File: src/rtl/axis_pkt_gen.sv
// axis_pkt_gen: AXI-Stream packet generator.
//   On start, emits cfg_npkt packets (0 = until stop) of max(cfg_len,1) beats,
//   separated by cfg_gap idle cycles, with tdata incrementing from cfg_seed.
// Ports:
//   clk, rst (async, active-high)
//   start, stop                 run control (start accepted in IDLE only)
//   cfg_len/npkt/gap/seed       run configuration, latched on start
//   busy, done, pkt_count       run status
//   m_axis_tdata/tvalid/tlast   master stream outputs (registered)
//   m_axis_tready               downstream ready
module axis_pkt_gen #(
  parameter int unsigned c_WIDTH = 8,
  parameter int unsigned c_LEN_W = 16,
  parameter int unsigned c_GAP_W = 8
) (
  input  logic               clk,
  input  logic               rst,
  input  logic               start,
  input  logic               stop,
  input  logic [c_LEN_W-1:0] cfg_len,
  input  logic [15:0]        cfg_npkt,
  input  logic [c_GAP_W-1:0] cfg_gap,
  input  logic [c_WIDTH-1:0] cfg_seed,
  output logic               busy,
  output logic               done,
  output logic [15:0]        pkt_count,
  output logic [c_WIDTH-1:0] m_axis_tdata,
  output logic               m_axis_tvalid,
  input  logic               m_axis_tready,
  output logic               m_axis_tlast
);

  typedef enum logic [1:0] {
    S_IDLE,
    S_SEND,
    S_GAP,
    S_DONE
  } state_t;

  state_t             state;
  logic [c_LEN_W-1:0] len_r;
  logic [15:0]        npkt_r;
  logic [c_GAP_W-1:0] gap_r;
  logic [c_GAP_W-1:0] gap_cnt;
  logic [c_LEN_W-1:0] beat;
  logic               stop_pend;

  logic [15:0]        cnt_inc;
  logic               stop_seen;
  logic               run_end;

  always_comb begin
    cnt_inc   = (pkt_count == '1) ? pkt_count : pkt_count + 16'd1;
    // A stop raised in the same cycle as the deciding handshake also counts.
    stop_seen = stop_pend | stop;
    run_end   = ((npkt_r != '0) && (cnt_inc == npkt_r)) || stop_seen;
  end

  always_ff @(posedge clk or posedge rst) begin
    if (rst) begin
      state         <= S_IDLE;
      len_r         <= '0;
      npkt_r        <= '0;
      gap_r         <= '0;
      gap_cnt       <= '0;
      beat          <= '0;
      stop_pend     <= 1'b0;
      busy          <= 1'b0;
      done          <= 1'b0;
      pkt_count     <= '0;
      m_axis_tdata  <= '0;
      m_axis_tvalid <= 1'b0;
      m_axis_tlast  <= 1'b0;
    end else begin
      done <= 1'b0;
      case (state)
        S_IDLE: begin
          if (start) begin
            len_r         <= (cfg_len == '0) ? c_LEN_W'(1) : cfg_len;
            npkt_r        <= cfg_npkt;
            gap_r         <= cfg_gap;
            pkt_count     <= '0;
            m_axis_tdata  <= cfg_seed;
            m_axis_tvalid <= 1'b1;
            m_axis_tlast  <= (cfg_len <= c_LEN_W'(1));
            beat          <= c_LEN_W'(1);
            busy          <= 1'b1;
            stop_pend     <= 1'b0;
            state         <= S_SEND;
          end
        end

        S_SEND: begin
          if (stop) stop_pend <= 1'b1;
          if (m_axis_tready) begin
            m_axis_tdata <= m_axis_tdata + c_WIDTH'(1);
            if (m_axis_tlast) begin
              pkt_count <= cnt_inc;
              if (run_end) begin
                m_axis_tvalid <= 1'b0;
                m_axis_tlast  <= 1'b0;
                busy          <= 1'b0;
                done          <= 1'b1;
                state         <= S_DONE;
              end else if (gap_r != '0) begin
                m_axis_tvalid <= 1'b0;
                m_axis_tlast  <= 1'b0;
                gap_cnt       <= gap_r;
                state         <= S_GAP;
              end else begin
                beat         <= c_LEN_W'(1);
                m_axis_tlast <= (len_r == c_LEN_W'(1));
              end
            end else begin
              // beat < len_r here, so beat+1 cannot wrap even for the max length.
              beat         <= beat + c_LEN_W'(1);
              m_axis_tlast <= ((beat + c_LEN_W'(1)) == len_r);
            end
          end
        end

        S_GAP: begin
          if (stop) stop_pend <= 1'b1;
          if (stop_seen) begin
            busy  <= 1'b0;
            done  <= 1'b1;
            state <= S_DONE;
          end else if (gap_cnt == c_GAP_W'(1)) begin
            m_axis_tvalid <= 1'b1;
            m_axis_tlast  <= (len_r == c_LEN_W'(1));
            beat          <= c_LEN_W'(1);
            state         <= S_SEND;
          end else begin
            gap_cnt <= gap_cnt - c_GAP_W'(1);
          end
        end

        S_DONE: begin
          stop_pend <= 1'b0;
          state     <= S_IDLE;
        end

        default: state <= S_IDLE;
      endcase
    end
  end

endmodule

File: config.mk
export PLATFORM = sky130hd
export DESIGN_NAME = axis_pkt_gen
export DESIGN_NICKNAME = d
export VERILOG_FILES = /design/src/rtl/axis_pkt_gen.sv
export SDC_FILE = /design/constraint.sdc
export NUM_CORES = 1
export LEC_CHECK = 0
export ABC_CLOCK_PERIOD_IN_PS = 3750
export BUFFER_PORTS_ARGS = -buffer_cell sky130_fd_sc_hd__buf_2
export CAP_MARGIN = 5
export CORE_ASPECT_RATIO = 0.7
export CORE_MARGIN = 5
export CORE_UTILIZATION = 43
export DETAILED_ROUTE_END_ITERATION = 16
export SYNTH_ARGS = -nofsm -noshare
export SYNTH_HDL_FRONTEND = slang
export SYNTH_SLANG_ARGS = --single-unit
File: constraint.sdc
create_clock -name clk -period 3.75 [get_ports clk]
set_input_delay 0.1875 -clock clk [delete_from_list [all_inputs] [get_ports clk]]
set_output_delay 0.1875 -clock clk [all_outputs]
set_load 0.02 [all_outputs]
==> impl_metrics.py <==
metrics = {
    "timing": {
        "finalHoldViolations": 0,
        "tns_ps": 0,
        "relSlewSlack": 0.388,
        "min_period_ps": 3350,
        "tightestPinTransition_ps": 914,
        "finalCritPeriodShare": 0.894,
        "setup_viol": 0,
        "rsz0062_at_grt": "no",
        "timing.fmax_ghz": 0.298,
        "fin_skew_ps": 9.78,
        "slew_viol_final": 0,
    },
    "worst_setup_path": {
        "r2r-end": "beat[2]$_DFFE_PP0P_",
        "r2r_start": "pkt_count[0]$_DFFE_PP0P_",
        "crit_path_end_kind": "flop",
        "path_max_fanout": 16,
        "critPathKind": "reg2reg",
        "rrSetupSlack_ps": 400,
        "worstPathRequired_ps": 4040,
        "critPathMaxStageDelay_ps": 690,
        "path_cells": "ha_1, nand3_4, or4_1, o21ai_1, nand2_1, a2111oi_2, and4_4, nor4_4, o21ai_4, a221o_1",
        "cp_slowest_cell": "or4_1",
        "crit_arrival_ps": 3640,
        "start_kind": "flop",
        "r2r_cells": 10,
    },
    "logic_synthesis": {
        "syn_area_um2": 6160,
        "synth_nets": 707,
        "synth_cell_types": 74,
        "yosysSeqAreaShare": 0.386,
        "synthCells": 644,
        "synth_area_per_cell_um2": 9.57,
        "yosys_warnings": 0,
        "synth-edff-count": 0,
        "synthArstFlopShare": 1.00,
        "ys_ff_latch": 95,
        "synth_flop_cell": "dfrtp_1",
    },
    "power_and_ir_drop": {
        "ir_drop_v": 0.000292,
        "power_density_nw_per_um2": 716,
        "cellLeakagePower_nw": 3.05,
    },
    "die": {
        "die-area_um2": 16900,
        "io_pins": 81,
        "die-height_um": 110,
        "coreArea_um2": 14000,
        "rows": 36,
        "start_util": 0.441,
        "die_w_um": 153,
    },
    "layout": {
        "mostFrequentLayoutCell": "dfrtp_1",
        "fin_nets": 777,
        "multi_input_area_um2": 3470,
        "antennaDiodeCount": 0,
        "final_cell_mix": "dfrtp_1, buf_2, nand2_1",
        "num-fill-cells": 1329,
        "fin_cells": 909,
        "area_growth_pct": 13.3,
        "seq_area_um2": 2380,
        "layout-drive-gt1-share": 0.256,
    },
    "route": {
        "final_antenna_net_count": 0,
        "vias": 5279,
        "drt_iter0_markers": 563,
        "wl_per_cell_um": 17.9,
        "drcViolationCount": 0,
        "vias_per_cell": 5.81,
        "routed_wl_mm": 16.3,
        "drt_pass1_iterations": 5,
    },
    "grt": {
        "grt_use_met3": 0.0390,
        "antenna_found_initial": 0,
        "track_usage": 0.197,
        "grt_pass1_vias": 4931,
        "use_met2": 0.271,
        "grtUsageMet1": 0.308,
        "grt_pass1_wl_mm": 26.5,
        "grt_busiest_layer": "met1",
        "grt_overflow": 0,
        "grt_max_degree": 41,
    },
    "clock_tree": {
        "ctsLongestPathBuffers": 2,
        "clkTransAtPathRegs_ps": 70,
        "cts_made_buffers": 9,
        "clk_latency_ps": 350,
        "tritoncts": "yes",
        "clockRootBuffer": "clkbuf_16",
        "tritoncts_num_sinks": 95,
        "htreeDepth": 3,
        "ctsResizeCount": 0,
    },
    "hold_path": {
        "worstHoldPathCells": 2,
        "worstHoldStart": "cfg_npkt[10]",
        "whs_endpoint": "npkt_r[10]$_DFFE_PP0P_",
        "hold_class": "in2reg",
    },
    "placed_design": {
        "dp_hpwl_mm": 12.3,
        "place.gp.congestion": 0.945,
        "port_buffers": 80,
        "post-place-cells": 888,
    },
    "job": {
        "drv_cap": 0,
    },
    "run_status": {
        "status": "finished, final reports clean",
    },
}
-- per-layer routing --
metal | part of all wire | vias to the layer above
met5 | 0 | -
met4 | 0.015 | 0
met3 | 0.073 | 22
met2 | 0.40 | 204
met1 | 0.51 | 2531
li1 | - | 2522
-- registers in the layout (all words and copies together), names as in the netlist --
name and cells:
m_axis_tdata 8, stop_pend 1, beat 16, state 2, busy 1, m_axis_tlast 1, gap_r 8, len_r 16
m_axis_tvalid 1, gap_cnt 8, done 1, pkt_count 16, npkt_r 16
-- cells in the mapped netlist, types with 9 or more instances --
master,n,area [um2]
a21o_1,9,67.6
a21oi_1,33,165
clkbuf_1,21,78.8
dfrtp_1,95,2380
ha_1,10,125
inv_1,16,60.1
mux2_2,40,450
nand2_1,56,210
nand3_1,45,225
nand4_1,14,87.6
nor2_1,31,116
nor3_1,13,65.1
nor4_1,16,100
o21ai_0,38,190
o31ai_1,15,113
or3_1,9,56.3
xnor2_1,26,228
xor2_1,17,149
-- logic make-up after synthesis --
family / Yosys count / synth area share
and+or+nand+nor: 240 / 0.227
muxes: 48 / 0.0861
buffers and inverters: 57 / 0.0508
DFF: 95 / 0.386
adders and majority gates: 10 / 0.0203
xor gates and xnor gates: 45 / 0.0682
AOI/OAI and AO/OA: 149 / 0.162
-- power by group --
group / internal, mW / switching, mW / leakage [nW]
Clock: 0.457 / 0.430 / 0.134
Combinational: 0.982 / 1.24 / 1.74
Sequential: 1.40 / 0.488 / 1.18
Total: 2.84 / 2.16 / 3.05
-- repair_timing --
item / in CTS / in global routing
setup endpoints to repair: 0 / 1
hold buffers: 1 / 0
endpoints found under the hold margin: 38 / 0
buffers inserted: 0 / 4
-- how the worst max path moves through the flow --
| stage | startpoint | endpoint | slack, ps | cells after the start |
|---|---|---|---|---|
| 2_1_floorplan | pkt_count[0]$_DFFE_PP0P_ | gap_cnt[5]$_DFFE_PP0P_ | 580 | 13 |
| 3_3_place_gp | pkt_count[0]$_DFFE_PP0P_ | gap_cnt[4]$_DFFE_PP0P_ | 470 | 11 |
| 3_5_place_dp | pkt_count[0]$_DFFE_PP0P_ | gap_cnt[4]$_DFFE_PP0P_ | 350 | 10 |
| 4_1_cts | pkt_count[0]$_DFFE_PP0P_ | gap_cnt[4]$_DFFE_PP0P_ | 340 | 10 |
| 5_1_grt | pkt_count[0]$_DFFE_PP0P_ | beat[2]$_DFFE_PP0P_ | 100 | 10 |
| 6_report | pkt_count[0]$_DFFE_PP0P_ | beat[2]$_DFFE_PP0P_ | 400 | 10 |
-- stage by stage --
stage                     power (mW)  hold WS (ps)   util  cell area (um2)  setup slack [ps]
after floorplan                 3.49           338      -             6160               577
after global placement          4.02           299  0.477             6660               473
after detailed placement        4.08           315  0.477             6660               352
after CTS                       4.99          47.4  0.498             6950               339
after global routing            5.37          56.3  0.500             6980               101
final                           5.00          64.0  0.500             6980               397
-- worst max-delay path, delay by kind of cell, from the launching register on --
family | cells | cell delay (ps)
AND/OR/NAND/NOR | 5 | 1310
AO/OA/AOI/OAI | 4 | 1220
adder cells (fa/ha/maj) | 1 | 280
flip-flops | 1 | 490
-- area by class of cell --
cell class              instances  share of cell area
clock inverters                 7             0.00771
repair buffers                100              0.0792
multi-input cells             492               0.497
clock buffers                   9              0.0323
well taps                     190              0.0341
inverters                      16             0.00878
flip-flops and latches         95               0.341
No activity file was read; power rests on OpenSTA's default activity.
